`config.mk`:
```
export PLATFORM = sky130hd
export DESIGN_NAME = lector_colas_rr
export DESIGN_NICKNAME = d
export VERILOG_FILES = /design/src/rtl/lector_colas_rr_pkg.sv /design/src/rtl/lector_colas_rr_contador_saturado.sv /design/src/rtl/lector_colas_rr.sv
export SDC_FILE = /design/constraint.sdc
export NUM_CORES = 1
export LEC_CHECK = 0
export BUFFER_PORTS_ARGS = -buffer_cell sky130_fd_sc_hd__buf_4
export CORE_UTILIZATION = 60
export DETAILED_ROUTE_END_ITERATION = 7
export GPL_TIMING_DRIVEN = 1
export MAX_ROUTING_LAYER = met4
export PLACE_DENSITY = 0.91
export SYNTH_ARGS = -nofsm -noshare
export SYNTH_HDL_FRONTEND = slang
export SYNTH_HIERARCHICAL = 1
export SYNTH_SLANG_ARGS = --single-unit
```
`constraint.sdc`:
```
create_clock -name clk -period 4.5 [get_ports clk]
set_clock_uncertainty 0.05 [all_clocks]
set_input_delay 1.125 -clock clk [delete_from_list [all_inputs] [get_ports clk]]
set_output_delay 1.125 -clock clk [all_outputs]
set_load 0.02 [all_outputs]
```
`src/rtl/lector_colas_rr_pkg.sv`:
```
// Constants shared between the round-robin scheduler and the queue reader.
package lector_colas_rr_pkg;
  localparam int QUEUE_QUANTITY = 4;
  localparam int DATA_BITS      = 8;
  localparam int SEL_BITS       = $clog2(QUEUE_QUANTITY);
  localparam int CNT_BITS       = 16;
  localparam logic [CNT_BITS-1:0] CNT_SAT = '1;
endpackage

```
`src/rtl/lector_colas_rr_contador_saturado.sv`:
```
// Saturating up-counter: sticks at all-ones instead of wrapping.
module contador_saturado #(
  parameter int CNT_BITS = lector_colas_rr_pkg::CNT_BITS
) (
  input  logic                clk,
  input  logic                rst,
  input  logic                inc,
  output logic [CNT_BITS-1:0] count
);
  localparam logic [CNT_BITS-1:0] SAT = '1;

  always_ff @(posedge clk or posedge rst) begin
    if (rst)                     count <= '0;
    else if (inc && count != SAT) count <= count + 1'b1;
  end
endmodule

```
`src/rtl/lector_colas_rr.sv`:
```
// Pops the FIFO chosen by the scheduler and forwards the word tagged with its
// source queue two cycles later; keeps per-queue service and underrun counts.
module lector_colas_rr #(
  parameter  int QUEUE_QUANTITY = lector_colas_rr_pkg::QUEUE_QUANTITY,
  parameter  int DATA_BITS      = lector_colas_rr_pkg::DATA_BITS,
  parameter  int CNT_BITS       = lector_colas_rr_pkg::CNT_BITS,
  localparam int SEL_BITS       = $clog2(QUEUE_QUANTITY)
) (
  input  logic                                clk,
  input  logic                                rst,
  input  logic                                enb,
  input  logic [SEL_BITS-1:0]                 selector,
  input  logic                                selector_enb,
  input  logic [QUEUE_QUANTITY-1:0]           fifo_empty,
  input  logic [QUEUE_QUANTITY*DATA_BITS-1:0] fifo_data,
  output logic [QUEUE_QUANTITY-1:0]           fifo_pop,
  output logic [QUEUE_QUANTITY-1:0]           buf_empty,
  output logic [DATA_BITS-1:0]                data_out,
  output logic [SEL_BITS-1:0]                 data_queue,
  output logic                                data_valid,
  output logic                                underrun,
  input  logic [SEL_BITS-1:0]                 count_sel,
  output logic [CNT_BITS-1:0]                 count_out,
  output logic [CNT_BITS-1:0]                 underrun_count
);
  logic                 req, sel_ok, hit, miss;
  logic                 s1_valid;
  logic [SEL_BITS-1:0]  s1_tag;
  logic [QUEUE_QUANTITY-1:0][CNT_BITS-1:0] svc_cnt;

  assign buf_empty = fifo_empty;

  // Reset also gates the pop so nothing leaves a FIFO while the pipe is cleared.
  assign req    = enb & selector_enb & ~rst;
  assign sel_ok = int'(selector) < QUEUE_QUANTITY;
  assign hit    = req && sel_ok && !fifo_empty[selector];
  assign miss   = req && !hit;

  always_comb begin
    fifo_pop = '0;
    if (hit) fifo_pop[selector] = 1'b1;
  end

  always_ff @(posedge clk or posedge rst) begin
    if (rst) begin
      s1_valid <= 1'b0;
      s1_tag   <= '0;
      underrun <= 1'b0;
    end else begin
      s1_valid <= hit;
      s1_tag   <= selector;
      underrun <= miss;
    end
  end

  // FIFO read data is valid the cycle after the pop; output holds between words.
  always_ff @(posedge clk or posedge rst) begin
    if (rst) begin
      data_out   <= '0;
      data_queue <= '0;
      data_valid <= 1'b0;
    end else begin
      data_valid <= s1_valid;
      if (s1_valid) begin
        data_out   <= fifo_data[s1_tag*DATA_BITS +: DATA_BITS];
        data_queue <= s1_tag;
      end
    end
  end

  for (genvar g = 0; g < QUEUE_QUANTITY; g++) begin : g_svc
    contador_saturado #(.CNT_BITS(CNT_BITS)) u_cnt (
      .clk   (clk),
      .rst   (rst),
      .inc   (data_valid && (data_queue == SEL_BITS'(g))),
      .count (svc_cnt[g])
    );
  end

  contador_saturado #(.CNT_BITS(CNT_BITS)) u_under (
    .clk   (clk),
    .rst   (rst),
    .inc   (underrun),
    .count (underrun_count)
  );

  assign count_out = (int'(count_sel) < QUEUE_QUANTITY) ? svc_cnt[count_sel] : '0;
endmodule

```
Word level (Yosys, flattened, before mapping)
Cells that the tools add are included.

Add/sub/neg operators: 5. Equal/unequal tests: 8. Shifts and indexed selects: 1. $lt $le $gt $ge: 3. Bitwise operators: 3. Reductions and logical operators: 15. Mux-type cells: 7.

Operators with widths (count): $add 16x1->16 const B (5); $ne 16x16->1 const B (5); $bmux 16 s2 (1); $shiftx 32x6->8 (1); $mux 16 (1); $logic_and 1x1->1 (12); $lt 2x3->1 const B (2); $eq 2x2->1 const B (2); $mux 4 (1); $and 1x1->1 (2); $bmux 1 s2 (1); $demux 1 s2 (1); $eq 2x1->1 const B (1); $ge 2x1->1 const B (1); $logic_not 1->1 (2); $logic_not 2->1 (1); $mux 1 (2); $not 1->1 (1).

Output and inout port bits: 52. Word-level logic and storage cells: 53. Register bits: 95. Input port bits: 44.

Depth between registers and ports, before layout
Gate-level depths: netlist of run 1.

Depth in word-level cells: 6. Depth in mapped cells: 6. Mapped depth without buffers: 6.

Modules after synthesis
Netlist of run 1, hierarchy kept.

By module, submodules not included: contador_saturado (area an instance 805.8 sq um, times used 5, cells an instance 71, seq. area each 400.4 sq um); lector_colas_rr (area an instance 1267.5 sq um, times used 1, cells an instance 95, seq. area each 375.4 sq um).

Least setup slack after synthesis of run 1
OpenSTA, ideal clock, no wires.

Path type: input port to output port. Start: input port rst. End: output port fifo_pop[1]. Arrival: 2.114 ns. Buffers on the path: 0. Cell stages on the path: 2. Setup slack: 1.211 ns. Data required time: 3.325 ns. Cells stage by stage: nand3b_1 nor4b_1.

Word-level cells in the longest chain between the ends: 4.

RTL lines: start, declared (line lector_colas_rr.sv:10) `input logic rst,`; $not 1->1 (line lector_colas_rr.sv:34) `assign req = enb & selector_enb & ~rst;`; $and 1x1->1 (line lector_colas_rr.sv:34); $logic_and 1x1->1 (line lector_colas_rr.sv:36) `assign hit = req && sel_ok && !fifo_empty[selector];`; $mux 4 (line lector_colas_rr.sv:41) `if (hit) fifo_pop[selector] = 1'b1;`; end, declared (line lector_colas_rr.sv:16) `output logic [QUEUE_QUANTITY-1:0] fifo_pop,`.

Every way passes these cells.

Final worst setup path of run 1
Start: input port count_sel[0]. End: output port count_out[15].

Word-level cells in the longest chain between the ends: 2.

RTL lines: start, declared (line lector_colas_rr.sv:22) `input logic [SEL_BITS-1:0] count_sel,`; $bmux 16 s2 (line lector_colas_rr.sv:87) `assign count_out = (int'(count_sel) < QUEUE_QUANTITY) ? svc_cnt[count_sel] : '0;`; $mux 16 (not written as such) (line lector_colas_rr.sv:87); end, declared (line lector_colas_rr.sv:23) `output logic [CNT_BITS-1:0] count_out,`.

Every way passes these cells. The select of a mux whose other input is x is not followed.

==> flow_summary.yaml, run 1 <==
run_status:
  status: "completed"
worst_setup_path:
  setup.worst_path.end_class: "output pin"
  crit_required_ns: 3.32
  crit_top_cell: "buf_4"
  cpMaxStageDelayCell: "mux4_1"
  crit_type: "input port to output pin"
  crit_path_max_fanout: 16
  cp_slowest_stage_delay_ns: 0.62
  critical_path_buf_inv_count: 2
  cp.arrival_ns: 2.19
  cp_top_family: "multiplexers"
  crit_chain: "buf_4, mux4_1, buf_4"
  startpoint_type: "input port"
synth:
  syn_avg_cell_area_sq_um: 11.8
  syn_nets: 499
  yosys.area.top_type: "dfrtp_1"
  ys_seq_elements: 95
  syn_area_sq_mm: 0.00530
  synth.distinct_cells: 37
  synthArstFlopShare: 1.00
  synth_edf_count: 0
  ys_seq_area_frac: 0.449
  yosysTopAreaCellShare: 0.449
  syn_inst: 450
  yosys_warnings: 6
  synthTopCellsByArea: "dfrtp_1, xnor2_1, mux4_2, mux2i_1, nand3_1"
  ys_dominant_reg_cell: "dfrtp_1"
placement:
  dp_hpwl_microns: 9610
  dp_cells: 638
  gp_congestion: 0.997
  place_ws_ns: 1.14
  portBuffers: 95
power_and_ir_drop:
  p_seq_frac: 0.515
  power_density_mw_per_mm2: 322
  pwr-share-comb: 0.181
  ir_drop_uv: 219
  p_switching_mw: 0.570
  power_frac_clock: 0.304
  p_sw_frac: 0.282
  internal-power_mw: 1.45
  leakage_nw: 2.99
global_routing:
  grt_remaining_overflow: 0
  grtUsageTotal: 0.310
  grt_pass1_wl_microns: 20600
  grt_max_degree: 18
  grt_antenna_before_repair: 1
  grt_pass1_vias: 4237
finish:
  drive_gt1_frac: 0.294
  fin_cells: 653
  final_cell_mix: "dfrtp_1, buf_4, xnor2_1, nand3_1, nand2_1"
  area_delta_synth_final_pct: 18.4
  finalNetCount: 593
  nFillCells: 560
sta:
  drv_slew: 0
  fin_ws_ns: 1.13
  setup_viol_count_final: 0
  finalCriticalPeriod_ns: 3.37
  fmax_mhz: 297
  tns_ns: 0
  rsz0062_at_grt: "false"
  hold_viol_final: 0
  max-slew-margin-rel: 0.418
  period_share: 0.748
  tightestPinTransition_ns: 0.872
clocking:
  h-tree-depth: 3
  worstSkewPairLatency_ns: 0.36
  cts_hold_repair.buffers: 0
  cts_setup_buffers: 0
  root_buffer: "clkbuf_8"
  clock_sinks: 95
  cts_tree: "done"
  cts_buffers: 9
  cts-resized-gates: 0
  cts_buffer_depth: 2
  clk_pin_slew_ns: 0.09
route:
  routed_wl_microns: 12700
  wire_per_inst_microns: 19.4
  drc: 0
  first_pass_iters: 7
  drtIter0Drc: 275
  vias_per_cell: 6.36
  via_count: 4153
  met1_length_microns: 4970
  met3_length_microns: 1000
  ant_nets: 0
  highest_layer: "met4"
  met2WireLength_microns: 6270
run:
  maxCapViolCount: 0
die:
  core_sq_mm: 0.00838
  initial_core_util: 0.632
  io_pins: 96
  num_rows: 33
  die-height_microns: 96.0
  dieArea_sq_mm: 0.00921
  die_w_microns: 96.0
hold_path:
  worstHoldPathType: "register to register"
==> flip-flops by register name, summed over array words and instances (netlist names) <==
name and flops:
g_svc.u_cnt/count 64, u_under/count 16, data_out 8, data_queue 2, s1_tag 2, data_valid 1, s1_valid 1, underrun 1
==> metrics by stage <==
stage / cell area, sq um / power, mW / hold slack [ns] / utilization
2_1_floorplan: 5300 / 1.24 / 0.335 / -
3_3_place_gp: 6050 / 1.40 / 0.433 / 0.721
3_5_place_dp: 6050 / 1.42 / 0.431 / 0.721
4_1_cts: 6270 / 2.04 / 0.456 / 0.748
5_1_grt: 6270 / 2.11 / 0.485 / 0.748
6_report: 6270 / 2.02 / 0.457 / 0.748
==> cells by family (layout without fill, tap and decap cells) <==
logic type	count (synthesis)	count (layout)	share of synthesized area
other cells	0	1	0
simple gates	202	202	0.255
fa+ha+maj	5	5	0.0118
compound gates	24	24	0.0307
xor+xnor	55	55	0.0910
mux	49	49	0.140
flops	95	95	0.449
buf+inv	20	117	0.0234
==> power by group through the flow <==
stage	clock network (mW)	logic, mW	registers [mW]
2_1_floorplan	0	0.177	1.07
3_3_place_gp	0	0.356	1.05
3_5_place_dp	0	0.370	1.05
4_1_cts	0.628	0.371	1.04
5_1_grt	0.663	0.397	1.05
6_report	0.615	0.366	1.04
==> path summary, 6_finish.rpt <==
path                                      startpoint                              endpoint  slack [ns]  cells past startpoint
max                                     count_sel[0]                         count_out[15]        1.13                      3
min                          data_out[1]$_DFFE_PP0P_               data_out[1]$_DFFE_PP0P_        0.46                      2
max reg2reg                data_queue[1]$_DFFE_PP0P_  g_svc[0].u_cnt/count[14]$_DFFE_PP0P_        2.20                      5
min reg2reg                  data_out[1]$_DFFE_PP0P_               data_out[1]$_DFFE_PP0P_        0.46                      2
max in group asynchronous                        rst   g_svc[0].u_cnt/count[2]$_DFFE_PP0P_        3.13                      2
min in group asynchronous                        rst                   s1_tag[1]$_DFF_PP0_        0.82                      2
==> synthesized netlist by cell type (6+ instances only) <==
| cell | n |
|---|---|
| mux4_1 | 6 |
| dfrtp_1 | 95 |
| nand4_1 | 25 |
| mux2i_1 | 21 |
| o221ai_1 | 8 |
| mux4_2 | 11 |
| mux2_2 | 11 |
| a21oi_1 | 10 |
| nand2_1 | 32 |
| inv_1 | 8 |
| xnor2_1 | 55 |
| and4_1 | 15 |
| nand3_1 | 35 |
| and3_1 | 22 |
| nand2b_1 | 14 |
| nor2_1 | 17 |
| buf_4 | 6 |
==> worst min-delay path: stages (launching register included) <==
cell      delay (ns)
dfrtp_1         0.35
nand2b_1        0.06
o221ai_1        0.06
==> per-layer routing <==
metal,vias to the layer above,track usage
li1,1875,-
met1,2017,0.382
met2,217,0.488
met3,44,0.0845
met4,0,0.126
met5,-,-
==> final cells by class <==
class	instances	area (sq um)	share of cell area
sequential	95	2380	0.379
timing repair buffer	95	713	0.114
antenna	1	2.50	0.000399
tap	105	131	0.0210
inverter	8	30.0	0.00479
clock inverter	3	67.6	0.0108
multi-input combinational	335	2800	0.446
clock buffer	11	151	0.0242
(Power assumes the default switching activity.)
==> inputs of run 2 (changes only) <==
--- a/config.mk
+++ b/config.mk
@@ -6,11 +6,11 @@
 export NUM_CORES = 1
 export LEC_CHECK = 0
 export BUFFER_PORTS_ARGS = -buffer_cell sky130_fd_sc_hd__buf_4
-export CORE_UTILIZATION = 60
+export CORE_UTILIZATION = 51
 export DETAILED_ROUTE_END_ITERATION = 7
 export GPL_TIMING_DRIVEN = 1
 export MAX_ROUTING_LAYER = met4
-export PLACE_DENSITY = 0.91
+export PLACE_DENSITY = 0.83
 export SYNTH_ARGS = -nofsm -noshare
 export SYNTH_HDL_FRONTEND = slang
 export SYNTH_HIERARCHICAL = 1
==> constraint.sdc (replaced) <==
create_clock -name clk -period 2.9 [get_ports clk]
set_clock_uncertainty 0.05 [all_clocks]
set_input_delay 0.725 -clock clk [delete_from_list [all_inputs] [get_ports clk]]
set_output_delay 0.725 -clock clk [all_outputs]
set_load 0.02 [all_outputs]
==> run 2 against run 1 <==
Final cell count increased by 4.6%. Wire length decreased by 2.3%. Combinational power increased by 57%. Via count decreased by 3.2%. Sequential share of layout area decreased by 0.14 points. Clock power increased by 45%. Sequential power increased by 54%. Register-to-register slack got worse by 1.3 ns. Global-route usage decreased by 6.5 points. First-iteration DRC count decreased by 6.2%. Core utilization decreased by 11 points. Power increased by 52%. Critical endpoint is now count_out[1]. Largest cell class unchanged. Highest routed layer unchanged.
==> flow_summary.yaml, run 2 (same netlist as run 1, synthesis figures left out) <==
route:
  ant_nets: 0
  drc: 0
  vias_per_cell: 5.89
  routed_wl_microns: 12400
  wire_per_inst_microns: 18.1
  via_count: 4020
  drtIter0Drc: 258
  first_pass_iters: 5
sta:
  setup_viol_count_final: 0
  rsz0062_at_grt: "false"
  fmax_mhz: 392
  hold_viol_final: 0
  tns_ns: 0
  tightestPinTransition_ns: 0.855
  finalCriticalPeriod_ns: 2.55
  period_share: 0.880
  drv_slew: 0
  max-slew-margin-rel: 0.430
power_and_ir_drop:
  power_frac_clock: 0.290
  p_total_mw: 3.07
  power_density_mw_per_mm2: 488
  p_switching_mw: 0.890
  ir_drop_uv: 240
  leakage_nw: 2.99
  pwr-share-comb: 0.187
  internal-power_mw: 2.18
  p_sw_frac: 0.290
  p_seq_frac: 0.523
finish:
  final_cell_mix: "buf_4, dfrtp_1, xnor2_1, nand3_1, nand2_1"
  finalCoreUtilization: 0.635
  top_register: "g_svc.u_cnt/count"
  area_delta_synth_final_pct: 18.8
  fin_area_sq_mm: 0.00629
  drive_gt1_frac: 0.293
  finalNetCount: 594
  num_antenna_cells: 0
  final_common_cell: "buf_4"
  largest_reg_flops: 64
  reg.largest.list: "g_svc.u_cnt/count (64), u_under/count (16), data_out (8)"
clocking:
  clk_pin_slew_ns: 0.09
  worstSkewPairLatency_ns: 0.35
  cts_tree: "done"
  cts_buffers: 9
  cts_setup_buffers: 0
  cts_hold_repair.buffers: 0
  clock_sinks: 95
  cts-resized-gates: 0
  root_buffer: "clkbuf_8"
  h-tree-depth: 3
  cts_buffer_depth: 2
placement:
  portBuffers: 95
  place_area_sq_mm: 0.00609
  dp_hpwl_microns: 9400
  gp_congestion: 0.891
die:
  initial_core_util: 0.534
  die-height_microns: 104
  num_rows: 36
  io_pins: 96
  dieArea_sq_mm: 0.0108
  die_w_microns: 104
  core_sq_mm: 0.00991
global_routing:
  grt_pass1_vias: 4052
  grt_max_degree: 18
  grt_remaining_overflow: 0
  grt_pass1_wl_microns: 20400
  grt_antenna_before_repair: 0
  grtUsageTotal: 0.246
run_status:
  status: "completed"
worst_setup_path:
  rrSetupSlack_ns: 0.95
  setup.worst_path.end_class: "output pin"
  crit_top_cell: "buf_4"
  worstSetupStartpoint: "count_sel[0]"
  cp.arrival_ns: 1.78
  cpMaxStageDelayCell: "mux4_1"
  startpoint_type: "input port"
  critical_path_buf_inv_count: 2
  crit_type: "input port to output pin"
  cp_slowest_stage_delay_ns: 0.60
  crit_path_max_fanout: 16
  crit_required_ns: 2.12
  crit_chain: "buf_4, mux4_1, buf_4"
  r2r_start: "data_queue[0]$_DFFE_PP0P_"
  cp_top_family: "multiplexers"
hold_path:
  worstHoldPathType: "input port to asynchronous set/reset pin"
run:
  maxCapViolCount: 0
## run 2: cell count changes in the layout (fill, tap and decap cells not counted), sizes merged
cell / previous run / this run
buf: 95 / 96
clkinv: 0 / 1
diode: 1 / 0
clkinvlp: 1 / 0
clkbuf: 11 / 14
bufinv: 2 / 1
## run 2: power groups by stage
stage / Clock [mW] / Combinational, mW / Sequential [mW]
2_1_floorplan: 0 / 0.274 / 1.65
3_3_place_gp: 0 / 0.557 / 1.62
3_5_place_dp: 0 / 0.579 / 1.63
4_1_cts: 0.904 / 0.583 / 1.60
5_1_grt: 0.956 / 0.620 / 1.62
6_report: 0.889 / 0.575 / 1.60
## run 2: worst paths after layout
check,end,depth (start not counted)
min,s1_tag[1]$_DFF_PP0_,2
min reg2reg,data_out[2]$_DFFE_PP0P_,2
max in group asynchronous,g_svc[3].u_cnt/count[7]$_DFFE_PP0P_,2
max,count_out[1],3
min in group clk,data_out[2]$_DFFE_PP0P_,2
max reg2reg,g_svc[0].u_cnt/count[14]$_DFFE_PP0P_,6
## run 2: cell type report
class | count | area [sq um]
tap | 133 | 166
inverter | 8 | 30.0
clock inverter | 2 | 38.8
multi-input combinational | 335 | 2800
clock buffer | 14 | 163
sequential | 95 | 2380
fill | 771 | 3620
timing repair buffer | 96 | 721
## run 2: per-layer routing
metal  vias to the layer above  GRT usage  share of wire
li1                       1880          -              -
met1                      2026      0.300           0.41
met2                        94      0.422           0.53
met3                        20     0.0294          0.041
met4                         0     0.0878          0.015
met5                         -          -              0
## run 2: worst register-to-register path, delay by kind of cell, from the launching register on
kind / cells / cell delay, ns
simple gates: 4 / 0.81
flops: 1 / 0.45
buf+inv: 1 / 0.20
mux: 1 / 0.33
## run 2: per-stage QoR
step	hold slack, ns	std cells	setup WS, ns
floorplan	0.335	450	0.411
CTS	0.427	683	0.331
finish	0.432	683	0.347
detailed placement	0.433	667	0.331
global placement	0.436	667	0.356
global route	0.458	683	0.291
